[src/rtl/alu_pkg.sv]
// rtl/alu_pkg.sv - shared opcodes, driver states and flag indices for the ALU command driver
//
// Purpose: common types and constants for the ALU command-side master.
//   alu_op_e    : the ten ALUControl codes understood by the attached ALU
//   OP_LAST     : highest legal ALUControl code
//   OP_DEFAULT  : code substituted for an unsupported request (suma)
//   drv_state_e : driver FSM states
//   FLG_*       : bit positions inside res_flags {neg, zero, carry}
package alu_pkg;

    typedef enum logic [3:0] {
        OP_AND = 4'b0000,
        OP_OR  = 4'b0001,
        OP_NOT = 4'b0010,
        OP_XOR = 4'b0011,
        OP_ADD = 4'b0100,
        OP_SUB = 4'b0101,
        OP_SLL = 4'b0110,
        OP_SRL = 4'b0111,
        OP_SLA = 4'b1000,
        OP_SRA = 4'b1001
    } alu_op_e;

    localparam logic [3:0] OP_LAST    = 4'b1001;
    localparam logic [3:0] OP_DEFAULT = 4'b0100;

    typedef enum logic [1:0] {
        IDLE = 2'd0,
        EXEC = 2'd1,
        RESP = 2'd2
    } drv_state_e;

    localparam int FLG_N = 2;
    localparam int FLG_Z = 1;
    localparam int FLG_C = 0;

endpackage

[src/rtl/alu_cmd_driver.sv]
// rtl/alu_cmd_driver.sv - command-side master that issues one op to a combinational ALU and returns its result
//
// Purpose: accepts an operation over cmd_valid/cmd_ready, drives registered
// operands and opcode into an external ALU, captures Y and flags one cycle
// later, and offers them over res_valid/res_ready.
//
// Ports:
//   clk, rst_n                  clock, synchronous active-low reset
//   cmd_valid/cmd_ready         request handshake
//   cmd_op, cmd_a, cmd_b        requested ALUControl code and operands
//   cmd_chain                   use last captured result as operand A
//   alu_a, alu_b, alu_ctrl      registered drive into the ALU
//   alu_y, alu_neg/zero/carry   ALU result and flags
//   res_valid/res_ready         result handshake
//   res_y, res_flags            captured result, flags {neg, zero, carry}
//   res_illegal                 request carried an unsupported opcode
//   op_count                    completed result handshakes (wrapping)
module alu_cmd_driver
    import alu_pkg::*;
#(
    parameter int N     = 4,
    parameter int CNT_W = 8
) (
    input  logic             clk,
    input  logic             rst_n,
    input  logic             cmd_valid,
    output logic             cmd_ready,
    input  logic [3:0]       cmd_op,
    input  logic [N-1:0]     cmd_a,
    input  logic [N-1:0]     cmd_b,
    input  logic             cmd_chain,
    output logic [N-1:0]     alu_a,
    output logic [N-1:0]     alu_b,
    output logic [3:0]       alu_ctrl,
    input  logic [N-1:0]     alu_y,
    input  logic             alu_neg,
    input  logic             alu_zero,
    input  logic             alu_carry,
    output logic             res_valid,
    input  logic             res_ready,
    output logic [N-1:0]     res_y,
    output logic [2:0]       res_flags,
    output logic             res_illegal,
    output logic [CNT_W-1:0] op_count
);

    drv_state_e     state;
    drv_state_e     state_nxt;
    logic [N-1:0]   last_y;
    logic           illegal_q;
    logic           op_illegal;
    logic [3:0]     op_legal;
    logic           cmd_fire;
    logic           res_fire;

    // Unsupported codes run as suma so the ALU always sees a defined op;
    // the illegal bit travels with that one result only.
    assign op_illegal = (cmd_op > OP_LAST);
    assign op_legal   = op_illegal ? OP_DEFAULT : cmd_op;

    assign cmd_fire = cmd_valid & cmd_ready;
    assign res_fire = res_valid & res_ready;

    always_comb begin
        state_nxt = state;
        cmd_ready = 1'b0;
        res_valid = 1'b0;
        case (state)
            IDLE: begin
                cmd_ready = 1'b1;
                if (cmd_valid) begin
                    state_nxt = EXEC;
                end
            end
            EXEC: begin
                // ALU settles during this full cycle; capture at its end.
                state_nxt = RESP;
            end
            RESP: begin
                res_valid = 1'b1;
                // Returning to IDLE (not straight to EXEC) keeps cmd_ready
                // low during the result handshake cycle.
                if (res_ready) begin
                    state_nxt = IDLE;
                end
            end
            default: begin
                state_nxt = IDLE;
            end
        endcase
    end

    always_ff @(posedge clk) begin
        if (!rst_n) begin
            state       <= IDLE;
            alu_a       <= '0;
            alu_b       <= '0;
            alu_ctrl    <= '0;
            res_y       <= '0;
            res_flags   <= '0;
            res_illegal <= 1'b0;
            op_count    <= '0;
            last_y      <= '0;
            illegal_q   <= 1'b0;
        end else begin
            state <= state_nxt;

            if (cmd_fire) begin
                alu_a     <= cmd_chain ? last_y : cmd_a;
                alu_b     <= cmd_b;
                alu_ctrl  <= op_legal;
                illegal_q <= op_illegal;
            end

            if (state == EXEC) begin
                res_y            <= alu_y;
                res_flags[FLG_N] <= alu_neg;
                res_flags[FLG_Z] <= alu_zero;
                res_flags[FLG_C] <= alu_carry;
                res_illegal      <= illegal_q;
                last_y           <= alu_y;
            end

            if (res_fire) begin
                op_count <= op_count + 1'b1;
            end
        end
    end

endmodule

[config.mk]
export PLATFORM = sky130hd
export DESIGN_NAME = alu_cmd_driver
export DESIGN_NICKNAME = d
export VERILOG_FILES = /design/src/rtl/alu_pkg.sv /design/src/rtl/alu_cmd_driver.sv
export SDC_FILE = /design/constraint.sdc
export NUM_CORES = 1
export LEC_CHECK = 0
export BUFFER_PORTS_ARGS = -buffer_cell sky130_fd_sc_hd__buf_2
export CORE_ASPECT_RATIO = 0.8
export CORE_MARGIN = 2
export CORE_UTILIZATION = 46
export CTS_BUF_LIST = sky130_fd_sc_hd__clkbuf_16
export DETAILED_ROUTE_END_ITERATION = 6
export PLACE_DENSITY = 0.78
export SYNTH_ARGS = -nofsm -noshare
export SYNTH_HDL_FRONTEND = slang
export SYNTH_SLANG_ARGS = --single-unit
[constraint.sdc]
create_clock -name clk -period 2 [get_ports clk]
set_clock_uncertainty 0.2 [all_clocks]
set_input_delay 0.4 -clock clk [delete_from_list [all_inputs] [get_ports clk]]
set_output_delay 0.4 -clock clk [all_outputs]
set_load 0.1 [all_outputs]
Yosys cells after proc, flatten, opt, wreduce, memory -nomap -nowiden. Cells that the tools add are included. Widths: inputs -> output; s select.

Register bits: 31. Input port bits: 24. Output and inout port bits: 30. Logic and storage cells: 26.

$add $sub $neg: 1. Magnitude comparators: 1. Equality and inequality tests: 4. Mux-type cells: 7. Bitwise operators: 2. Reduce and logical (&&, ||, !) cells: 2.

Operator list (count): $add 8x1->8 const B (1); $mux 4 (2); $pmux 2 s3 (1); $gt 4x4->1 const B (1); $mux 2 (2); $ne 2x2->1 const B (2); $and 1x1->1 (2); $eq 2x1->1 const B (1); $eq 2x2->1 const B (1); $logic_not 2->1 (1); $mux 1 (2); $reduce_and 2->1 (1).

Depth between registers and ports, before layout. Gate-level depths: netlist of run 1.

Word-level depth: 3. Mapped depth: 5. Depth with buffers taken out: 4.

Least setup slack after synthesis of run 1. Ideal clock, no wire load.

Path type: register to output. Start point: register state[1]. End point: output port res_valid. Data arrival time: 1.823 ns. Path slack: -0.423 ns. Cell stages (with the launch flop): 3. Path buffers: 1. Path through: dfxtp_1 > buf_6 > nor2b_1.

Word-level cells in the longest chain between the ends: 2.

RTL lines: start: declaration (RTL line alu_cmd_driver.sv:47) `drv_state_e state;`; start signal: assignment (RTL line alu_cmd_driver.sv:106) `state <= state_nxt;`; $eq 2x2->1 (RTL line alu_cmd_driver.sv:68) `case (state)`; $mux 1 (RTL line alu_cmd_driver.sv:68); end: declaration (RTL line alu_cmd_driver.sv:39) `output logic res_valid,`.

Every way passes these cells.

Final worst setup path of run 1. Same ends and word-level chain as after synthesis.

==> results of run 1 <==
[through the flow]
stage | power [mW] | util | instances
floorplan | 0.959 | - | 145
global placement | 1.02 | 0.622 | 228
detailed placement | 1.02 | 0.622 | 228
CTS | 1.72 | 0.676 | 236
global route | 1.78 | 0.676 | 236
finish | 1.71 | 0.676 | 236
[cell usage in the layout (no fill, tap or decap), types with 3 or more instances in the layout]
| cell type | Yosys | layout |
|---|---|---|
| mux2i_1 | 5 | 5 |
| buf_2 | 0 | 52 |
| dfxtp_1 | 31 | 26 |
| clkbuf_16 | 0 | 5 |
| dfxtp_2 | 0 | 5 |
| a21oi_1 | 23 | 23 |
| o21ai_0 | 5 | 5 |
| nand2_1 | 31 | 31 |
| or3_1 | 3 | 3 |
| buf_4 | 1 | 3 |
| a211oi_1 | 4 | 4 |
| nor2_1 | 10 | 9 |
[kinds of logic (layout without fill, tap and decap cells)]
family,after synthesis,count (layout),share of synthesized area
mux,5,5,0.0396
xor+xnor,2,2,0.0139
flops,31,31,0.492
buf+inv,10,65,0.0446
fa+ha+maj,1,1,0.00991
simple gates,61,61,0.247
compound gates,35,35,0.154
[worst paths after layout]
| kind | to | slack (ps) | depth (start not counted) |
|---|---|---|---|
| setup / recovery | res_valid | 70 | 2 |
| hold / removal | alu_b[1] | 170 | 3 |
| setup reg to reg | op_count[6] | 310 | 3 |
| hold reg to reg | res_flags[2] | 250 | 2 |
[worst register-to-register path: stages (launching register included)]
cell and delay, ps:
dfxtp_1 540, nand4b_4 200, or4_1 530, a21oi_1 160
[flip-flops by register name, indices dropped and copies added (netlist names)]
| register | cells |
|---|---|
| res_flags | 3 |
| illegal_q | 1 |
| alu_a | 4 |
| last_y | 4 |
| alu_b | 4 |
| state | 2 |
| op_count | 8 |
| alu_ctrl | 4 |
| res_illegal | 1 |
[routing by layer]
metal | part of all wire | global-route usage | up-vias
met3 | 0.092 | 0.0859 | 7
met1 | 0.43 | 0.211 | 539
li1 | - | - | 602
met2 | 0.46 | 0.332 | 46
met4 | 0.017 | 0.100 | 0
met5 | 0 | 0 | -
[power by group]
part           internal (mW)  leakage, nW  total, mW  switching (mW)
clock                  0.446       0.0701      0.693           0.247
combinational         0.0726        0.456      0.344           0.272
sequential             0.648        0.255      0.669          0.0213
[layout make-up]
type | count | area share
Clock buffer | 5 | 0.0734
Clock inverter | 3 | 0.00660
Inverter | 1 | 0.00220
Multi-Input combinational cell | 104 | 0.346
Sequential cell | 31 | 0.368
Tap cell | 36 | 0.0264
Timing Repair Buffer | 56 | 0.178
==> metrics.txt, run 1 <==
# TYPE chip_impl_metric gauge
chip_impl_info{name="outcome",value="finished, final reports clean"} 1
chip_impl_metric{name="netlist_area",unit="mm²"} 0.00126
chip_impl_metric{name="multiInputGateArea",unit="µm²"} 591
chip_impl_metric{name="cts_post_setup_buffers_inserted",unit=""} 0
chip_impl_metric{name="numClockSinks",unit=""} 31
chip_impl_metric{name="place_ws",unit="ps"} 350
chip_impl_metric{name="synthesis.instances",unit=""} 145
chip_impl_metric{name="quantity_of_hold_fixing_buffers_added_after_cts",unit=""} 0
chip_impl_metric{name="die_height",unit="µm"} 50.9
chip_impl_metric{name="worstPathBufferInverterCount",unit=""} 1
chip_impl_metric{name="final_hold_viol_count",unit=""} 0
chip_impl_metric{name="setup_ws",unit="ps"} 74.8
chip_impl_metric{name="synthArstFlopShare",unit=""} 0
chip_impl_metric{name="clkLatencyLatePin",unit="ps"} 270
chip_impl_metric{name="synth_seq_cells",unit=""} 31
chip_impl_metric{name="synth-edff-count",unit=""} 0
chip_impl_metric{name="critical-path-max-stage-delay",unit="ps"} 540
chip_impl_metric{name="vias_per_cell",unit=""} 5.06
chip_impl_metric{name="setup-violations-final",unit=""} 0
chip_impl_metric{name="buffer_ports.inserted",unit=""} 53
chip_impl_metric{name="synth_warnings",unit=""} 0
chip_impl_metric{name="drt_pass1_iterations",unit=""} 4
chip_impl_metric{name="drtAntennaViolNets",unit=""} 0
chip_impl_info{name="critical_path.cell_chain",value="nor2b_2, buf_12"} 1
chip_impl_metric{name="grt_overflow",unit=""} 0
chip_impl_info{name="synth_top_flop_cell",value="dfxtp_1"} 1
chip_impl_metric{name="power.density_cell_area",unit="mW/mm²"} 1000
chip_impl_metric{name="timing.critical_path.required",unit="ps"} 1400
chip_impl_info{name="r2r_start",value="state[1]"} 1
chip_impl_info{name="crit_path_start",value="state[1]"} 1
chip_impl_metric{name="layout_min_cycle_time",unit="ps"} 1930
chip_impl_metric{name="crit_arrival",unit="ps"} 1330
chip_impl_metric{name="peakVddDrop",unit="V"} 0.000618
chip_impl_info{name="post_synth_main_area_contributors",value="dfxtp_1, nand2_1, a21oi_1"} 1
chip_impl_metric{name="ff_latch_area",unit="µm²"} 627
chip_impl_metric{name="path_max_fanout",unit=""} 9
chip_impl_metric{name="synth.distinct_cells",unit=""} 29
chip_impl_metric{name="actual_transition_at_the_worst_max_transition_pin",unit="ps"} 495
chip_impl_metric{name="routed-via-count",unit=""} 1194
chip_impl_metric{name="stdcell_area",unit="mm²"} 0.00171
chip_impl_metric{name="drv_slew",unit=""} 0
chip_impl_metric{name="remaining_drc_errors",unit=""} 0
chip_impl_metric{name="total_leakage_power",unit="nW"} 0.781
chip_impl_metric{name="nNetsFinal",unit=""} 224
chip_impl_metric{name="clock_path_buffers",unit=""} 2
chip_impl_metric{name="fraction_of_the_yosys_area_taken_by_sequential_cells",unit=""} 0.492
chip_impl_metric{name="dpl-instance-area",unit="mm²"} 0.00157
chip_impl_info{name="setup.worst_path.class",value="flip-flop to output pin"} 1
chip_impl_metric{name="number_of_antenna_violations_at_the_first_check_in_global_routing",unit=""} 0
chip_impl_metric{name="globalplace.congestion",unit=""} 0.833
chip_impl_metric{name="cts_resized",unit=""} 0
chip_impl_metric{name="clock_tree.htree_level_count",unit=""} 2
chip_impl_info{name="tritoncts_clock_tree",value="done"} 1
chip_impl_metric{name="finalCritPeriodShare",unit=""} 0.963
chip_impl_metric{name="finalSetupTns",unit="ps"} 0
chip_impl_info{name="cell_type_contributing_the_most_total_cell_area_after_synthesis",value="dfxtp_1"} 1
chip_impl_metric{name="floorplan.die.width",unit="µm"} 62.6
chip_impl_metric{name="worst_hold_slack",unit="ps"} 169
chip_impl_metric{name="grt_max_degree",unit=""} 18
chip_impl_info{name="synth_common_cells",value="dfxtp_1, nand2_1, a21oi_1"} 1
chip_impl_metric{name="io_pins",unit=""} 54
chip_impl_metric{name="syn-mean-instance-area",unit="µm²"} 8.71
chip_impl_metric{name="avgRoutedWirePerCell",unit="µm"} 12.0
chip_impl_info{name="grt_setup_unrepaired",value="false"} 1
chip_impl_metric{name="rows",unit=""} 16
chip_impl_metric{name="area_growth_from_synthesis_to_final_layout",unit="%"} 35.1
chip_impl_metric{name="synth.net_count",unit=""} 170
chip_impl_metric{name="first_global_vias",unit=""} 1137
chip_impl_metric{name="dp_hpwl",unit="µm"} 2050
chip_impl_metric{name="total_cts_buffers",unit=""} 5
chip_impl_info{name="hold_wc_startpoint",value="cmd_b[1]"} 1
chip_impl_metric{name="initial_core_util",unit=""} 0.500
chip_impl_metric{name="yosysTopAreaCellShare",unit=""} 0.492
chip_impl_metric{name="fill_cells",unit=""} 214
chip_impl_info{name="timing.critical_path.from_type",value="flip-flop"} 1
chip_impl_metric{name="drt-initial-drc-count",unit=""} 49
chip_impl_metric{name="clk_pin_slew",unit="ps"} 50
chip_impl_metric{name="maxCapViolCount",unit=""} 0
chip_impl_info{name="timing.critical_path.slowest_stage_cell",value="dfxtp_1"} 1
chip_impl_metric{name="highest_clock_rate",unit="GHz"} 0.519
chip_impl_info{name="clock-root-buffer",value="clkbuf_16"} 1
chip_impl_metric{name="maxSlewHeadroom",unit=""} 0.672
chip_impl_metric{name="fp.coreArea",unit="mm²"} 0.00252
chip_impl_metric{name="floorplan.die_area",unit="mm²"} 0.00318
chip_impl_metric{name="grt_use_total",unit=""} 0.196
chip_impl_metric{name="drive_gt1_frac",unit=""} 0.355
chip_impl_info{name="cp_top_delay_family",value="flip-flops"} 1
chip_impl_metric{name="routed_wl",unit="µm"} 2840
chip_impl_metric{name="grt_pass1_wl",unit="µm"} 4860
chip_impl_info{name="class_of_the_tightest_hold_or_removal_check",value="input port to flip-flop"} 1
chip_impl_metric{name="diodes",unit=""} 0
chip_impl_info{name="worst_setup_path_end_kind",value="output pin"} 1
No activity file was read; power rests on OpenSTA's default activity.
==> run 2, diff against run 1 <==
- GPL_TIMING_DRIVEN: default -> 0
==> metrics.txt, run 2 (synthesis gave the netlist of run 1 again) <==
# TYPE chip_impl_metric gauge
chip_impl_metric{name="numClockSinks",unit=""} 31
chip_impl_metric{name="netSwitchingFraction",unit=""} 0.317
chip_impl_metric{name="maxSlewHeadroom",unit=""} 0.647
chip_impl_metric{name="grt_overflow",unit=""} 0
chip_impl_metric{name="place_ws",unit="ps"} 276
chip_impl_info{name="outcome",value="finished, final reports clean"} 1
chip_impl_metric{name="actual_transition_at_the_worst_max_transition_pin",unit="ps"} 526
chip_impl_metric{name="finalSetupTns",unit="ps"} 0
chip_impl_metric{name="power.internal",unit="mW"} 1.17
chip_impl_metric{name="final_hold_viol_count",unit=""} 0
chip_impl_metric{name="ff_latch_area",unit="µm²"} 627
chip_impl_metric{name="fill_cells",unit=""} 222
chip_impl_metric{name="setup-violations-final",unit=""} 0
chip_impl_metric{name="layout_min_cycle_time",unit="ps"} 1900
chip_impl_metric{name="floorplan.die.width",unit="µm"} 62.6
chip_impl_info{name="mostFrequentLayoutCell",value="buf_2"} 1
chip_impl_metric{name="maxCapViolCount",unit=""} 0
chip_impl_metric{name="timing.critical_path.required",unit="ps"} 1400
chip_impl_metric{name="remaining_drc_errors",unit=""} 0
chip_impl_metric{name="clock_path_buffers",unit=""} 2
chip_impl_metric{name="path_max_fanout",unit=""} 9
chip_impl_metric{name="grt_pass1_wl",unit="µm"} 5000
chip_impl_metric{name="routed-via-count",unit=""} 1194
chip_impl_metric{name="pwr-share-comb",unit=""} 0.204
chip_impl_info{name="worst_setup_path_end_kind",value="output pin"} 1
chip_impl_metric{name="finish.utilization",unit=""} 0.682
chip_impl_info{name="clock-root-buffer",value="clkbuf_16"} 1
chip_impl_metric{name="routed_wl",unit="µm"} 2960
chip_impl_metric{name="peakVddDrop",unit="V"} 0.000666
chip_impl_metric{name="finalCritPeriodShare",unit=""} 0.950
chip_impl_metric{name="switchingPower",unit="µW"} 545
chip_impl_info{name="max_flop_register",value="op_count"} 1
chip_impl_metric{name="total_leakage_power",unit="nW"} 0.787
chip_impl_metric{name="power.density_cell_area",unit="mW/mm²"} 1000
chip_impl_metric{name="drt-initial-drc-count",unit=""} 47
chip_impl_info{name="most-common-layout-cells",value="buf_2, nand2_1, dfxtp_1"} 1
chip_impl_metric{name="drt_pass1_iterations",unit=""} 4
chip_impl_metric{name="nNetsFinal",unit=""} 229
chip_impl_metric{name="total_cts_buffers",unit=""} 5
chip_impl_metric{name="first_global_vias",unit=""} 1125
chip_impl_metric{name="number_of_antenna_violations_at_the_first_check_in_global_routing",unit=""} 0
chip_impl_metric{name="clkLatencyLatePin",unit="ps"} 270
chip_impl_metric{name="power_frac_seq",unit=""} 0.387
chip_impl_metric{name="grt_use_total",unit=""} 0.199
chip_impl_metric{name="drv_slew",unit=""} 0
chip_impl_metric{name="avgRoutedWirePerCell",unit="µm"} 12.3
chip_impl_info{name="tritoncts_clock_tree",value="done"} 1
chip_impl_info{name="grt_setup_unrepaired",value="false"} 1
chip_impl_metric{name="rows",unit=""} 16
chip_impl_metric{name="cts_post_setup_buffers_inserted",unit=""} 0
chip_impl_metric{name="portion_of_total_power_attributed_to_the_clock_network",unit=""} 0.408
chip_impl_metric{name="fp.coreArea",unit="mm²"} 0.00252
chip_impl_metric{name="buffer_ports.inserted",unit=""} 52
chip_impl_metric{name="initial_core_util",unit=""} 0.500
chip_impl_metric{name="setup_ws",unit="ps"} 99.4
chip_impl_metric{name="largest_register_ff_count",unit=""} 8
chip_impl_metric{name="io_pins",unit=""} 54
chip_impl_metric{name="floorplan.die_area",unit="mm²"} 0.00318
chip_impl_info{name="class_of_the_tightest_hold_or_removal_check",value="input port to flip-flop"} 1
chip_impl_metric{name="drive_gt1_frac",unit=""} 0.356
chip_impl_metric{name="cts_resized",unit=""} 0
chip_impl_metric{name="vias_per_cell",unit=""} 4.95
chip_impl_metric{name="area_growth_from_synthesis_to_final_layout",unit="%"} 36.2
chip_impl_metric{name="clk_pin_slew",unit="ps"} 50
chip_impl_metric{name="highest_clock_rate",unit="GHz"} 0.526
chip_impl_metric{name="grt_max_degree",unit=""} 11
chip_impl_metric{name="crit_arrival",unit="ps"} 1300
chip_impl_metric{name="clock_tree.htree_level_count",unit=""} 2
chip_impl_info{name="setup.worst_path.class",value="flip-flop to output pin"} 1
chip_impl_metric{name="quantity_of_hold_fixing_buffers_added_after_cts",unit=""} 0
chip_impl_metric{name="multiInputGateArea",unit="µm²"} 591
chip_impl_info{name="timing.critical_path.from_type",value="flip-flop"} 1
chip_impl_metric{name="diodes",unit=""} 0
chip_impl_metric{name="globalplace.congestion",unit=""} 0.723
chip_impl_metric{name="drtAntennaViolNets",unit=""} 0
chip_impl_metric{name="die_height",unit="µm"} 50.9
chip_impl_metric{name="dp_hpwl",unit="µm"} 2210
run 2: cell count changes in the layout (fill, tap and decap cells not counted), sizes merged:
| cell | change |
|---|---|
| clkbuf | +5 |
| inv | -1 |
| clkinv | +1 |
run 2: final cells by class:
cell class / instances / area share
sequential: 31 / 0.365
multi-input combinational: 104 / 0.344
timing repair buffer: 52 / 0.151
clock buffer: 5 / 0.0728
buffer: 9 / 0.0306
tap: 36 / 0.0262
clock inverter: 3 / 0.00873
inverter: 1 / 0.00218
run 2: metal layers:
layer,share of wire,wire length [µm],GRT usage,vias to the layer above
met2,0.48,1420,0.339,40
met3,0.069,203,0.0705,0
met1,0.45,1340,0.242,535
met5,0,0,0,-
met4,0,0,0.0556,0
li1,-,-,-,619
run 2: critical path: stages, from the launching register on:
cell	delay (ps)
dfxtp_1	320
buf_6	130
nor2b_2	150
buf_2	430
run 2: worst paths after layout:
check | startpoint | cells past startpoint | slack (ps) | end
min | alu_y[3] | 3 | 170 | last_y[3]
max | state[1] | 3 | 100 | res_valid
min reg2reg | alu_ctrl[1] | 2 | 250 | alu_ctrl[1]
max reg2reg | state[1] | 5 | 330 | alu_ctrl[3]
run 2: power by group through the flow:
stage	clock network, mW	logic, mW	registers, mW
2_1_floorplan	0	0.106	0.853
3_3_place_gp	0	0.347	0.676
3_5_place_dp	0	0.353	0.677
4_1_cts	0.718	0.353	0.665
5_1_grt	0.748	0.371	0.669
6_report	0.702	0.351	0.666
run 2: per-stage QoR:
step                      total power, mW  cell area, µm²  std cells  hold slack (ps)
final                                1.72            1720        241              170
after global routing                 1.79            1720        241              174
after CTS                            1.74            1720        241              165
after detailed placement             1.03            1580        233              245
after global placement               1.02            1580        233              238
after floorplan                     0.959            1270        145              232
